==> src/rtl/serial_add_if.sv <==
// Handshake and operand/result bundle for the digit-serial adder.
// The master drives the request; the slave (the adder) returns status and result.
interface serial_add_if #(
    parameter int unsigned WIDTH = 16
);
    logic             start;
    logic [WIDTH-1:0] a;
    logic [WIDTH-1:0] b;
    logic             cin;
    logic             busy;
    logic             done;
    logic [WIDTH-1:0] sum;
    logic             cout;
    logic             overflow;

    modport master (
        output start, a, b, cin,
        input  busy, done, sum, cout, overflow
    );

    modport slave (
        input  start, a, b, cin,
        output busy, done, sum, cout, overflow
    );
endinterface

==> src/rtl/serial_add.sv <==
// Multi-cycle adder: {cout,sum} = a + b + cin, DIGIT bits per clock through one
// DIGIT-wide adder slice and a registered carry, over WIDTH/DIGIT cycles.
module serial_add #(
    parameter int unsigned WIDTH = 16,
    parameter int unsigned DIGIT = 1
) (
    input logic         clk,
    input logic         rst,
    serial_add_if.slave bus
);
    localparam int unsigned N    = WIDTH / DIGIT;
    localparam int unsigned CntW = (N > 1) ? $clog2(N) : 1;

    generate
        if (WIDTH < 1 || DIGIT < 1 || (WIDTH % DIGIT) != 0) begin : g_bad_params
            $error("serial_add: WIDTH must be a non-zero multiple of DIGIT");
        end
    endgenerate

    typedef enum logic [1:0] {StIdle, StRun, StDone} state_e;

    state_e            state_q, state_d;
    logic [WIDTH-1:0]  a_q, a_d;
    logic [WIDTH-1:0]  b_q, b_d;
    logic [WIDTH-1:0]  acc_q, acc_d;
    logic              carry_q, carry_d;
    logic [CntW-1:0]   cnt_q, cnt_d;
    logic              a_msb_q, a_msb_d;
    logic              b_msb_q, b_msb_d;
    logic [WIDTH-1:0]  sum_q, sum_d;
    logic              cout_q, cout_d;
    logic              ovf_q, ovf_d;

    logic [DIGIT:0]    digit_sum;
    logic [WIDTH-1:0]  acc_next;
    logic              last_digit;

    always_comb begin
        digit_sum = {1'b0, a_q[DIGIT-1:0]} + {1'b0, b_q[DIGIT-1:0]}
                  + {{DIGIT{1'b0}}, carry_q};
        // New digit enters from the top so the LSB digit ends up at bit 0.
        acc_next = acc_q >> DIGIT;
        acc_next[WIDTH-1 -: DIGIT] = digit_sum[DIGIT-1:0];
        last_digit = (cnt_q == CntW'(N - 1));

        state_d = state_q;
        a_d     = a_q;
        b_d     = b_q;
        acc_d   = acc_q;
        carry_d = carry_q;
        cnt_d   = cnt_q;
        a_msb_d = a_msb_q;
        b_msb_d = b_msb_q;
        sum_d   = sum_q;
        cout_d  = cout_q;
        ovf_d   = ovf_q;

        case (state_q)
            StIdle, StDone: begin
                if (bus.start) begin
                    a_d     = bus.a;
                    b_d     = bus.b;
                    carry_d = bus.cin;
                    cnt_d   = '0;
                    a_msb_d = bus.a[WIDTH-1];
                    b_msb_d = bus.b[WIDTH-1];
                    state_d = StRun;
                end else if (state_q == StDone) begin
                    state_d = StIdle;
                end
            end
            StRun: begin
                a_d     = a_q >> DIGIT;
                b_d     = b_q >> DIGIT;
                carry_d = digit_sum[DIGIT];
                acc_d   = acc_next;
                cnt_d   = cnt_q + CntW'(1);
                if (last_digit) begin
                    sum_d   = acc_next;
                    cout_d  = digit_sum[DIGIT];
                    ovf_d   = (a_msb_q == b_msb_q) && (acc_next[WIDTH-1] != a_msb_q);
                    state_d = StDone;
                end
            end
            default: state_d = StIdle;
        endcase
    end

    always_ff @(posedge clk) begin
        if (rst) begin
            state_q <= StIdle;
            a_q     <= '0;
            b_q     <= '0;
            acc_q   <= '0;
            carry_q <= 1'b0;
            cnt_q   <= '0;
            a_msb_q <= 1'b0;
            b_msb_q <= 1'b0;
            sum_q   <= '0;
            cout_q  <= 1'b0;
            ovf_q   <= 1'b0;
        end else begin
            state_q <= state_d;
            a_q     <= a_d;
            b_q     <= b_d;
            acc_q   <= acc_d;
            carry_q <= carry_d;
            cnt_q   <= cnt_d;
            a_msb_q <= a_msb_d;
            b_msb_q <= b_msb_d;
            sum_q   <= sum_d;
            cout_q  <= cout_d;
            ovf_q   <= ovf_d;
        end
    end

    assign bus.busy     = (state_q == StRun);
    assign bus.done     = (state_q == StDone);
    assign bus.sum      = sum_q;
    assign bus.cout     = cout_q;
    assign bus.overflow = ovf_q;
endmodule

==> src/flat_wrapper.sv <==
// flat-port wrapper written by rule: the top's interface ports become plain ports
module serial_add_flat 
#(
    parameter int unsigned WIDTH = 16,
    parameter int unsigned DIGIT = 1
)
  (clk, rst, bus_start, bus_a, bus_b, bus_cin, bus_busy, bus_done, bus_sum, bus_cout, bus_overflow);
  serial_add_if #(.WIDTH(WIDTH)) bus_i ();
  input logic clk;
  input logic rst;
  input wire logic [$bits(bus_i.start)-1:0] bus_start;
  input wire logic [$bits(bus_i.a)-1:0] bus_a;
  input wire logic [$bits(bus_i.b)-1:0] bus_b;
  input wire logic [$bits(bus_i.cin)-1:0] bus_cin;
  output wire logic [$bits(bus_i.busy)-1:0] bus_busy;
  output wire logic [$bits(bus_i.done)-1:0] bus_done;
  output wire logic [$bits(bus_i.sum)-1:0] bus_sum;
  output wire logic [$bits(bus_i.cout)-1:0] bus_cout;
  output wire logic [$bits(bus_i.overflow)-1:0] bus_overflow;
  assign bus_i.start = bus_start;
  assign bus_i.a = bus_a;
  assign bus_i.b = bus_b;
  assign bus_i.cin = bus_cin;
  assign bus_busy = bus_i.busy;
  assign bus_done = bus_i.done;
  assign bus_sum = bus_i.sum;
  assign bus_cout = bus_i.cout;
  assign bus_overflow = bus_i.overflow;
  serial_add #(.WIDTH(WIDTH), .DIGIT(DIGIT)) u_core (.clk(clk), .rst(rst), .bus(bus_i));
endmodule
==> config.mk <==
export PLATFORM = sky130hd
export DESIGN_NAME = serial_add_flat
export DESIGN_NICKNAME = d
export VERILOG_FILES = /design/src/rtl/serial_add_if.sv /design/src/rtl/serial_add.sv /design/src/flat_wrapper.sv
export SDC_FILE = /design/constraint.sdc
export NUM_CORES = 1
export LEC_CHECK = 0
export ABC_AREA = 1
export CAP_MARGIN = 20
export CORE_MARGIN = 2
export CORE_UTILIZATION = 30
export DETAILED_ROUTE_END_ITERATION = 8
export PLACE_DENSITY_LB_ADDON = 0.05
export RECOVER_POWER = 25
export SYNTH_ARGS = -nofsm -noshare
export SYNTH_HDL_FRONTEND = slang
export SYNTH_SLANG_ARGS = --single-unit
export TNS_END_PERCENT = 100
==> constraint.sdc <==
create_clock -name clk -period 1.6 [get_ports clk]
set_clock_uncertainty 0.15 [all_clocks]
set_input_delay 0.16 -clock clk [delete_from_list [all_inputs] [get_ports clk]]
set_output_delay 0.16 -clock clk [all_outputs]
set_load 0.05 [all_outputs]
Word level (Yosys, flattened, before mapping)
Cells that the tools add are included.

operators by class
  add/subtract/negate cells = 3
  eq/ne operators = 8
  muxes and demuxes = 12
  reductions and logical operators = 8

operators by type and width
  kind                                                              number
  16-bit case mux with 2 select lines                               2
  16-bit two-way mux                                                2
  4-bit case mux with 2 select lines                                1
  2-bit AND reduction                                               4
  2-bit two-way mux                                                 3
  4-bit by 1-bit adder with 4-bit output (second input constant)    1
  4-bit == test (second input constant)                             1
  4-bit two-way mux                                                 1
  2-bit case mux with 2 select lines                                1
  3-bit != test (second input constant)                             1
  1-bit by 1-bit adder with 2-bit output                            1
  2-bit by 1-bit adder with 2-bit output                            1
  2-bit by 1-bit == test with 1-bit output (second input constant)  1
  2-bit == test (second input constant)                             1
  2-bit logical NOT                                                 1
  2-bit by 1-bit != test with 1-bit output (second input constant)  1
  2-bit != test (second input constant)                             1
  1-bit case mux with 2 select lines                                1
  2-bit nonzero test                                                1
  2-bit OR reduction                                                1
  1-bit == test                                                     1
  1-bit logical AND                                                 1
  1-bit two-way mux                                                 1
  1-bit != test                                                     1

word-level totals
  bits in registers = 75
  bits of input ports = 36
  output and inout port bits = 20
  word-level logic and storage cells = 42

Depth between registers and ports, before layout
Gate-level depths: netlist (run 1).

  depth in word-level cells = 4
  depth in mapped cells = 8
  mapped depth without buffers = 6

Worst setup path before layout (run 1)
No wires, ideal clock.

  kind = register -> output
  start = register u_core.state_q[1]
  end = output bus_done
  arrival = 1.294 ns
  data required time = 1.290 ns
  slack = -0.004 ns
  stages on the path, launching flop included = 4
  buffers on the path = 1
  path through = dfxtp_1 inv_4 buf_2 nor2_1

on the way
  cells in the longest elaborated chain, start to end = 1

ends and longest elaborated chain
  element                 line                text
  from (decl)             serial_add.sv:22    state_e state_q, state_d;
  from (signal assigned)  serial_add.sv:91    state_q <= StIdle;
  from (signal assigned)  serial_add.sv:103   state_q <= state_d;
  2-bit == test           serial_add.sv:118   assign bus.done = (state_q == StDone);
  to (decl)               flat_wrapper.sv:16  output wire logic [$bits(bus_i.done)-1:0] bus_done;

No other way between the ends.

Worst setup path in the final report (run 1)
  start = register u_core.state_q[0]
  end = output bus_busy

on the way
  cells in the longest elaborated chain, start to end = 1

ends and longest elaborated chain
  element                                   line                text
  2-bit by 1-bit == test with 1-bit output  serial_add.sv:117   assign bus.busy = (state_q == StRun);
  to (decl)                                 flat_wrapper.sv:15  output wire logic [$bits(bus_i.busy)-1:0] bus_busy;

No other way between the ends.

==> results of run 1 <==
## per-stage QoR
step,power [uW],setup slack [ns],cells
global route,4236,0.004467,641
floorplan,2415,0.1984,446
finish,4008,0.06932,641
global placement,2615,0.07523,623
detailed placement,2623,0.05337,623
CTS,4094,0.004944,641
## critical path: stages (launching register included)
cell,delay (ns)
dfxtp_4,0.37
inv_4,0.08
nor2_4,0.14
buf_12,0.15
buf_12,0.13
## registers in the layout (all words and copies together) (netlist names)
register and count:
u_core.state_q 2, u_core.b_q 16, u_core.acc_q 15, u_core.bus.cout 1, u_core.bus.overflow 1, u_core.carry_q 1
u_core.b_msb_q 1, u_core.cnt_q 4, u_core.bus.sum 16, u_core.a_q 16, u_core.a_msb_q 1
## layout by cell type, fill, tap and decap left out, types with 2 or more instances in the layout
cell type,count
nand3_1,131
dfxtp_1,72
nand2_1,63
a21oi_1,41
inv_1,36
nor2_1,35
clkdlybuf4s50_1,35
clkbuf_2,19
o21ai_0,15
buf_4,12
clkbuf_8,10
buf_12,7
nor2_4,2
o21ai_1,2
clkinv_2,2
clkbuf_1,2
dfxtp_4,2
## cells by family (layout without fill, tap and decap cells)
logic type / count (synthesis) / in the layout / synth area share, %
AOI/OAI and AO/OA: 59 / 59 / 8.937
and+or+nand+nor: 236 / 236 / 33.68
buffers and inverters: 75 / 130 / 11.94
DFF: 74 / 74 / 44.46
adders and majority gates: 2 / 2 / 0.9763
## cell type report
cell class / instances / share of cell area, %
multi-input cells: 297 / 34.74
clock buffers: 12 / 3.471
inverters: 40 / 3.830
clock inverters: 3 / 0.9575
well taps: 140 / 4.189
flip-flops and latches: 74 / 35.61
repair buffers: 75 / 17.21
## power groups by stage
stage	logic, uW	registers, uW	clock network [uW]
final	589	2000	1420
after detailed placement	575	2050	0
after global routing	665	2010	1560
after global placement	570	2050	0
after CTS	604	2000	1490
after floorplan	388	2030	0
## layer usage
layer / wire length, um / track usage [%] / share of wire, % / up-vias
li1: - / - / - / 1572
met1: 3808 / 18.11 / 48 / 1363
met2: 3663 / 23.63 / 46 / 51
met3: 334 / 3.675 / 4.2 / 9
met4: 114 / 4.882 / 1.4 / 0
met5: 0 / 0 / 0 / -
## worst paths after layout
path / end / depth (start not counted) / startpoint
worst min-delay path: u_core.acc_q[1]$_SDFFE_PP0P_ / 2 / u_core.acc_q[1]$_SDFFE_PP0P_
worst max register to register: u_core.b_q[12]$_SDFFE_PP0P_ / 5 / u_core.state_q[0]$_SDFFE_PP0P_
worst max-delay path: bus_busy / 4 / u_core.state_q[0]$_SDFFE_PP0P_
worst min register to register: u_core.acc_q[1]$_SDFFE_PP0P_ / 2 / u_core.acc_q[1]$_SDFFE_PP0P_
## timing repair
item / CTS / global route
gates cloned: 1 / 0
pin swaps: 1 / 0
endpoints found under the setup margin: 2 / 1
resized for setup: 8 / 3
setup buffers: 2 / 0
==> flow_summary_export.csv, run 1 <==
group,metric,value,unit
run_status,status,"complete, no violations",
finish,regArea,1489,um2
clocking,cts_buffers,9,
route,drt_iter0_drc,136,
finish,final_util,38.57,%
route,ant_nets,0,
timing,max_freq,653.3,MHz
synthesis,synth_seq_area_share,44.46,%
synthesis,ys_top_cells_by_count,"nand3_1, dfxtp_1, nand2_1",
worst_setup_path,path_max_fanout,13,
finish,fillCellCount,1198,
finish,final_nets,535,
placed_design,place_area,3970,um2
floorplanning,start_util,30.74,%
finish,multi_input_area,1453,um2
synthesis,synth_flop_cell,"dfxtp_1",
timing,fin_tns_setup,0,ns
power_and_ir_drop,power.internal,2968,uW
synthesis,syn_avg_cell_area,7.471,um2
synthesis,yosysTopAreaCellShare,44.46,%
synthesis,synth_area,3332,um2
worst_hold_path,worst_hold_path_type,"reg -> reg",
timing,setup_violations,0,
power_and_ir_drop,seq_power_share,49.9,%
global_route,antenna_found_initial,0,
floorplanning,die_w,109.4,um
clocking,cts_tree,"yes",
clocking,clk_pin_slew,0.07,ns
placed_design,place_congestion,0.7099,
clocking,clock_path_buffers,2,
floorplanning,die_area,11970,um2
worst_setup_path,worstPathArrival,1.22,ns
global_route,track_usage,14.32,%
power_and_ir_drop,clkPwrFrac,35.4,%
route,drc_errors,0,
timing,rsz0062_at_grt,"false",
finish,insertedDiodeCount,0,
timing,period_minus_slack,1.531,ns
power_and_ir_drop,power_frac_comb,14.7,%
timing,fin_crit_sh,95.67,%
floorplanning,num_io_pins,56,
placed_design,port_buffers,55,
route,viasPerCell,4.672,
clocking,cts_root_buf,"clkbuf_8",
timing,hold-worst-slack,0.3100,ns
floorplanning,num_rows,38,
synthesis,syn_nets,484,
flow_run,drv_cap,0,
worst_setup_path,endpoint_kind,"output pin",
global_route,grt_pass1_wl,13430,um
power_and_ir_drop,p_sw,1040,uW
global_route,overflow,0,
synthesis,synth.most_common_cell,"nand3_1",
synthesis,ys_ff_latch,74,
synthesis,synth.distinct_cells,25,
worst_setup_path,worstSetupPathType,"reg -> out",
synthesis,syn_inst,446,
synthesis,yosysTopAreaCell,"dfxtp_1",
route,wl_per_cell,12.36,um
synthesis,yosys_warnings,0,
power_and_ir_drop,power_density,958.6,nW/um2
route,vias,2995,
floorplanning,die_y,109.4,um
timing,drv_slew,0,
synthesis,synth_area_leaders,"dfxtp_1, nand3_1, nand2_1, a21oi_1, inv_1",
finish,drive_gt1_share,12.77,%
worst_setup_path,crit_required,1.29,ns
placed_design,hpwl,5125,um
synthesis,async_reset_ff_share,0,%
finish,final_area,4182,um2
timing,slew_headroom,71.46,%
clocking,htreeDepth,3,
floorplanning,core,10840,um2
power_and_ir_drop,vdd_drop_max,0.3831,mV
global_route,grt_pass1_vias,2790,
route,firstDrtPassIters,4,
clocking,cts_hold_buf,0,
power_and_ir_drop,leakagePower,0.001828,uW
worst_setup_path,regToRegSetupSlack,0.10,ns
timing,final-hold-violation-count,0,
global_route,grt_max_degree,53,
route,routed_wl,7920,um
timing,worst_pin_slew,0.4270,ns
clocking,cts.sinks,74,
clocking,worstSkewPairLatency,0.34,ns
synthesis,synth_edf_count,0,
finish,syn_to_final_growth,25.50,%
worst_setup_path,start_kind,"register",
power_and_ir_drop,power.share.switching,25.95,%
Power figures use the tool's default switching activity.
==> run 2, diff against run 1 <==
CAP_MARGIN = unset   (was 20)
PLACE_DENSITY = 0.48   (was unset)
PLACE_DENSITY_LB_ADDON = unset   (was 0.05)
==> run 2 against run 1 <==
Non-clock buffer count is 3 lower. Clock-buffer cell count is 3 lower. Combinational power is 2% lower. Worst setup slack better by 0.0075 ns. Sequential cell count stayed put. Critical path depth stayed put. Power is 8.0% higher. Via count is 0.70% lower. Global-route usage is 0.72 points lower. Largest cell class unchanged. Largest power group unchanged.
==> flow_summary_export.csv, run 2 (same netlist as run 1, synthesis figures left out) <==
group,metric,value,unit
route,drc_errors,0,
floorplanning,num_rows,38,
timing,hold-worst-slack,0.3025,ns
clocking,cts_buffers,9,
worst_hold_path,hold_path.startpoint,"u_core.acc_q[1]$_SDFFE_PP0P_",
worst_setup_path,max_stage_delay,0.40,ns
global_route,track_usage,13.60,%
clocking,cts_tree,"yes",
finish,drive_gt1_share,12.45,%
floorplanning,die_y,109.4,um
floorplanning,core,10840,um2
worst_setup_path,worstSetupPathType,"reg -> out",
clocking,worstSkewPairLatency,0.34,ns
timing,setup_violations,0,
power_and_ir_drop,vdd_drop_max,0.4307,mV
route,ant_nets,0,
floorplanning,die_area,11970,um2
worst_setup_path,endpoint_kind,"output pin",
route,wl_per_cell,12.22,um
floorplanning,die_w,109.4,um
timing,fin_tns_setup,0,ns
worst_hold_path,worst_hold_path_type,"reg -> reg",
timing,drv_slew,0,
timing,slew_headroom,76.92,%
flow_run,drv_cap,0,
finish,insertedDiodeCount,0,
timing,final-hold-violation-count,0,
finish,stdcell_count,638,
worst_setup_path,crit_required,1.29,ns
clocking,htreeDepth,3,
route,routed_wl,7795,um
route,firstDrtPassIters,4,
finish,fillCellCount,1176,
finish,syn_to_final_growth,25.61,%
route,vias,2974,
finish,mostFrequentLayoutCells,"nand3_1, dfxtp_1, nand2_1, a21oi_1, inv_1",
clocking,clk_pin_slew,0.08,ns
clocking,cts_hold_buf,0,
timing,fin_crit_sh,95.20,%
timing,max_freq,656.5,MHz
finish,final_nets,532,
placed_design,place_ws,0.03909,ns
floorplanning,start_util,30.74,%
worst_setup_path,path_max_fanout,10,
clocking,cts.sinks,74,
global_route,grt_pass1_vias,2656,
floorplanning,num_io_pins,56,
power_and_ir_drop,leakagePower,0.001831,uW
worst_setup_path,r2r_start,"u_core.carry_q$_SDFFE_PP0P_",
worst_setup_path,critical-path-slowest-cell,"dfxtp_4",
placed_design,place_congestion,0.6960,
global_route,grt_max_degree,53,
placed_design,hpwl,4961,um
global_route,antenna_found_initial,0,
finish,multi_input_area,1450,um2
route,drt_iter0_drc,162,
clocking,cts_root_buf,"clkbuf_8",
worst_setup_path,crit_start,"u_core.state_q[0]$_SDFFE_PP0P_",
global_route,grt_pass1_wl,12770,um
run_status,status,"complete, no violations",
worst_setup_path,worstPathArrival,1.21,ns
placed_design,port_buffers,55,
finish,regArea,1485,um2
timing,worst_slack,0.07684,ns
timing,period_minus_slack,1.523,ns
worst_setup_path,cp_cell_sequence,"inv_4 > nor2_4 > buf_12 > buf_12",
worst_setup_path,start_kind,"register",
clocking,clock_path_buffers,2,
global_route,overflow,0,
placed_design,post-place-cells,621,
power_and_ir_drop,power_density,1034,nW/um2
finish,final_common_cell,"nand3_1",
route,viasPerCell,4.661,
timing,rsz0062_at_grt,"false",
timing,worst_pin_slew,0.3450,ns
worst_setup_path,crit_top_cell,"buf_12",
run 2: critical path: cells and delay by family (launching register included):
family        cells  cell delay [ns]
flops             1             0.40
buf+inv           3             0.36
simple gates      1             0.11
run 2: cell type report:
cell class | count | area share, %
Sequential cell | 74 | 35.49
Clock buffer | 9 | 2.960
Tap cell | 140 | 4.185
Inverter | 40 | 3.707
Multi-Input combinational cell | 297 | 34.65
Clock inverter | 6 | 2.691
Timing Repair Buffer | 72 | 16.32
run 2: metrics by stage:
stage                     cell area, um2  utilization, %  total power (uW)
after CTS                           4235           39.07              4409
final                               4185           38.61              4329
after global routing                4185           38.61              4551
after floorplan                     3334               -              2415
after global placement              3955           36.48              2607
after detailed placement            3955           36.48              2616
run 2: final timing paths:
check	end	slack, ns	cells after the start
setup / recovery	bus_busy	0.08	4
hold / removal	u_core.acc_q[1]$_SDFFE_PP0P_	0.30	2
setup reg to reg	u_core.bus.overflow$_SDFFE_PP0P_	0.13	6
hold reg to reg	u_core.acc_q[1]$_SDFFE_PP0P_	0.30	2
run 2: where the power goes:
group / switching [uW] / internal [uW]
sequential: 62.0 / 1940
clock: 710 / 1040
combinational: 308 / 272
total: 1080 / 3250
run 2: metal layers:
metal	track usage [%]	vias up	routed length (um)
met3	3.379	9	378
li1	-	1568	-
met2	22.97	75	3633
met4	4.069	0	96
met5	0	-	0
met1	17.08	1322	3686
run 2: what timing repair did:
item,4_1_cts,5_1_grt
pin swaps,1,1
endpoints found under the hold margin,0,0
gates cloned,1,0
setup endpoints to repair,2,1
resized for setup,2,0
setup buffers,1,0
